===== src/rtl/branch_pkg.sv =====
// Shared types for the branch unit: condition codes and flag bit positions.
package branch_pkg;

  typedef enum logic [2:0] {
    COND_ALWAYS = 3'd0,
    COND_EQ     = 3'd1,
    COND_NE     = 3'd2,
    COND_LT     = 3'd3,
    COND_GE     = 3'd4,
    COND_USER   = 3'd5,
    COND_LOOP   = 3'd6,
    COND_NEVER  = 3'd7
  } cond_t;

  localparam int FLAG_EQ   = 0;
  localparam int FLAG_LT   = 1;
  localparam int FLAG_USER = 2;

endpackage


===== src/rtl/branch_target_gen.sv =====
// Combinational branch target: absolute (zero-extended) or
// PC-relative (sign-extended) immediate, scaled and wrapped to PC_W.
module branch_target_gen #(
  parameter int PC_W      = 9,
  parameter int IMM_W     = 6,
  parameter int IMM_SHIFT = 3
) (
  input  logic             i_relative,
  input  logic [IMM_W-1:0] i_imm,
  input  logic [PC_W-1:0]  i_pc,
  output logic [PC_W-1:0]  o_target
);

  logic [PC_W-1:0] w_zext;
  logic [PC_W-1:0] w_sext;
  logic [PC_W-1:0] w_abs;
  logic [PC_W-1:0] w_rel;

  assign w_zext = PC_W'(i_imm);
  assign w_sext = PC_W'($signed(i_imm));
  assign w_abs  = w_zext << IMM_SHIFT;
  assign w_rel  = i_pc + (w_sext << IMM_SHIFT);

  assign o_target = i_relative ? w_rel : w_abs;

endmodule


===== src/rtl/branch_unit.sv =====
// Flag register, hardware loop counter and registered branch decision
// handed to fetch one cycle after the branch is accepted.
module branch_unit
  import branch_pkg::*;
#(
  parameter int PC_W      = 9,
  parameter int IMM_W     = 6,
  parameter int IMM_SHIFT = 3,
  parameter int LOOP_W    = 8
) (
  input  logic              Clk,
  input  logic              Reset,
  input  logic              stall,
  input  logic              branch_instr,
  input  logic [2:0]        cond,
  input  logic              relative,
  input  logic [IMM_W-1:0]  immediate,
  input  logic [PC_W-1:0]   pc,
  input  logic              cmp_valid,
  input  logic              equal,
  input  logic              less,
  input  logic              change_flag,
  input  logic [2:0]        flagIn,
  input  logic              loop_load,
  input  logic [LOOP_W-1:0] loop_value,
  output logic              branch,
  output logic [PC_W-1:0]   address,
  output logic [2:0]        flag_register,
  output logic [LOOP_W-1:0] loop_count
);

  if (IMM_W + IMM_SHIFT > PC_W) begin : g_bad_width
    $fatal(1, "branch_unit: IMM_W+IMM_SHIFT exceeds PC_W");
  end

  logic              r_branch;
  logic [PC_W-1:0]   r_address;
  logic [2:0]        r_flags;
  logic [LOOP_W-1:0] r_loop;

  cond_t           w_cond;
  logic            w_taken;
  logic            w_loop_dec;
  logic [PC_W-1:0] w_target;

  assign w_cond = cond_t'(cond);

  branch_target_gen #(
    .PC_W      (PC_W),
    .IMM_W     (IMM_W),
    .IMM_SHIFT (IMM_SHIFT)
  ) u_target (
    .i_relative (relative),
    .i_imm      (immediate),
    .i_pc       (pc),
    .o_target   (w_target)
  );

  // Decision always sees flags and count from before this edge.
  always_comb begin
    w_taken = 1'b0;
    unique case (w_cond)
      COND_ALWAYS: w_taken = 1'b1;
      COND_EQ:     w_taken = r_flags[FLAG_EQ];
      COND_NE:     w_taken = !r_flags[FLAG_EQ];
      COND_LT:     w_taken = r_flags[FLAG_LT];
      COND_GE:     w_taken = !r_flags[FLAG_LT];
      COND_USER:   w_taken = r_flags[FLAG_USER];
      COND_LOOP:   w_taken = r_loop > LOOP_W'(1);
      COND_NEVER:  w_taken = 1'b0;
      default:     w_taken = 1'b0;
    endcase
  end

  assign w_loop_dec = branch_instr && (w_cond == COND_LOOP)
                      && (r_loop != '0);

  always_ff @(posedge Clk or posedge Reset) begin
    if (Reset) begin
      r_branch  <= 1'b0;
      r_address <= '0;
      r_flags   <= 3'b000;
      r_loop    <= '0;
    end else if (!stall) begin
      r_branch <= branch_instr && w_taken;
      if (branch_instr)
        r_address <= w_target;
      if (change_flag)
        r_flags <= flagIn;
      else if (cmp_valid)
        r_flags <= {r_flags[FLAG_USER], less, equal};
      if (loop_load)
        r_loop <= loop_value;
      else if (w_loop_dec)
        r_loop <= r_loop - LOOP_W'(1);
    end
  end

  assign branch        = r_branch;
  assign address       = r_address;
  assign flag_register = r_flags;
  assign loop_count    = r_loop;

endmodule


===== config.mk =====
export PLATFORM = sky130hd
export DESIGN_NAME = branch_unit
export DESIGN_NICKNAME = d
export VERILOG_FILES = /design/src/rtl/branch_pkg.sv /design/src/rtl/branch_target_gen.sv /design/src/rtl/branch_unit.sv
export SDC_FILE = /design/constraint.sdc
export NUM_CORES = 1
export LEC_CHECK = 0
export CAP_MARGIN = 20
export CORE_MARGIN = 2
export CORE_UTILIZATION = 47
export CTS_CLUSTER_DIAMETER = 200
export CTS_CLUSTER_SIZE = 10
export DETAILED_ROUTE_END_ITERATION = 10
export MAX_ROUTING_LAYER = met4
export PLACE_DENSITY_LB_ADDON = 0.12
export SETUP_SLACK_MARGIN = 0.05
export SLEW_MARGIN = 30
export SYNTH_ARGS = -nofsm -noshare
export SYNTH_HDL_FRONTEND = slang
export SYNTH_HIERARCHICAL = 1
export SYNTH_SLANG_ARGS = --single-unit

===== constraint.sdc =====
create_clock -name Clk -period 4.75 [get_ports Clk]
set_clock_uncertainty 0.2 [all_clocks]
set_input_delay 0.475 -clock Clk [delete_from_list [all_inputs] [get_ports Clk]]
set_output_delay 0.475 -clock Clk [all_outputs]
set_load 0.01 [all_outputs]

==> run metrics <==
input/output buffers 59; worst skew pair latency 0.30 ns; PD cells 260 nW/µm²; I/O pin total 60; fin nets 267; RSZ-0062 raised after global routing false; Post-synth EDFFs 0; CP cell instances clkdlybuf4s50_1 > nor2b_2 > or3b_1 > o21ai_4 > mux2i_1; Finished Layout Cells 262; final core utilization 0.706; htree depth 1; DP HPWL 3.06 mm; drt drc 0; largest net degree at the start of global routing 22; Final Cycle Share 0.527; ys async rst share 1.00; maximum vdd drop 0.145 mV; post-CTS setup buffer count 0; Die Area 3770 µm²; Total GRT Usage 0.221; CTS clock-pin slew for the worst setup and hold paths 0.11 ns; diode count 0; WP buf/inv 1; Critical Path End Type flip-flop; Net Count, Synth 207; clock root buffer master clkbuf_4; Hold Path Class flip-flop to flip-flop; final hold vios 0; Netlist Area Pre-Place 1550 µm²; initial DRC count 40; Leakage 0.892 nW; outcome finished clean; Final Instance Area 2190 µm²; Placeable Area 3100 µm²; top cell type by total area after synthesis dfrtp_1; arrival time at the worst endpoint 2.54 ns; CTS tree done; Final ANT Viol Nets 0; buffer depth of the longest clock path 2; Crit path required time 4.78 ns; Netlist cell types 52; synth cell count leaders dfrtp_1, mux2_2, nand2_1; Placer Congestion 0.879; min cycle time layout 2.50 ns; Max Freq 399 MHz; cell with the most instances after synthesis dfrtp_1; CTS Hold Buffers Added 0; CTS Buf Count 3; pre-CTS WS 1.92 ns; CP delay by family, top simple AND/OR/NAND/NOR gates; clock sink count 21; Crit-path slowest cell or3b_1; Die Width 61.4 µm; Worst Path Max Fanout 12; Placed Instance Area 2160 µm²; number of gates resized after CTS 0; Synth Warn # 6; Rows 20; Synth area leaders dfrtp_1, mux2_2, ha_1; total gr overflow 0; critical path type input port to flip-flop; vias per cell 5.62; Gate Count Post-Synth 159; FF+latch count, synth 21; post-route setup slack 2.25 ns; max-slew violation count 0; CP peak stage delay 0.58 ns; Routed WL 3.85 mm; Rel. slew slack 0.482; Synth top area share 0.339; post-synthesis average cell area 9.74 µm²; Syn-to-layout area delta 41.4%; Vias 1,472; Worst-Margin Slew 0.776 ns; top_reg_cell synth dfrtp_1; global-route wire length before repair 6.13 mm; vias in the first global route 1,461; max_cap viols 0; Final setup viols 0; # placed instances 258; hold slack final 0.317 ns; power after layout 0.570 mW; initial antenna violation count 0; post-detailed-route wirelength per cell 14.7 µm; Seq/Total Area, Yosys 0.339; chip height 61.4 µm; setup TNS 0 ns; Initial DRT Pass Iterations 4; layout cells sized above 1 0.106; Initial Util 0.499; CP startpoint kind input port
cell families (layout without fill, tap and decap cells):
family	count (synthesis)	count (layout)	synth area share
DFF	21	21	0.339
buffers and inverters	13	72	0.0420
xor gates and xnor gates	2	2	0.0113
and+or+nand+nor	54	54	0.205
AOI/OAI and AO/OA	44	44	0.211
adders and majority gates	9	9	0.0775
muxes	16	16	0.114
placed cells by master (no fill, tap or decap), types with 4 or more instances in the layout:
cell type and count:
and2_1 4, nand3_1 5, o211ai_1 4, clkdlybuf4s50_1 59, mux2_2 13, o21ai_0 4, nor3_1 5, nor2b_1 5
nor2_1 8, nand2_1 10, inv_1 8, ha_1 8, a21oi_1 6, dfrtp_1 21
registers in the layout (all words and copies together), names as in the netlist:
register and count:
branch 1, loop_count 8, flag_register 3, address 9
area by class of cell:
class,count,area (µm²)
Clock buffer,4,26.3
Fill cell,268,913
Inverter,9,33.8
Multi-Input combinational cell,125,958
Sequential cell,21,526
Tap cell,44,55.1
Timing Repair Buffer,59,591
power breakdown:
part	switching [mW]	internal, mW	leakage, nW
Clock	0.0530	0.0327	0.0150
Combinational	0.0970	0.140	0.633
Sequential	0.0359	0.211	0.244
layer usage:
metal / global-route usage / part of all wire / vias to the layer above / wire, µm
met5: - / 0 / - / 0
met3: 0.0294 / 0.070 / 6 / 269
met1: 0.265 / 0.41 / 688 / 1560
li1: - / - / 721 / -
met4: 0.0669 / 0.0096 / 0 / 37
met2: 0.388 / 0.51 / 57 / 1980
final timing paths:
path / from / to / cells past startpoint / slack [ns]
min in group asynchronous: Reset / address[0] / 2 / 0.40
worst min register to register: address[5] / address[5] / 1 / 0.32
worst max register to register: loop_count[2] / loop_count[7] / 4 / 2.88
worst max-delay path: stall / loop_count[1] / 5 / 2.25
max in group asynchronous: Reset / loop_count[3] / 2 / 3.46
worst min-delay path: address[5] / address[5] / 1 / 0.32
No activity file was read; power rests on OpenSTA's default activity.
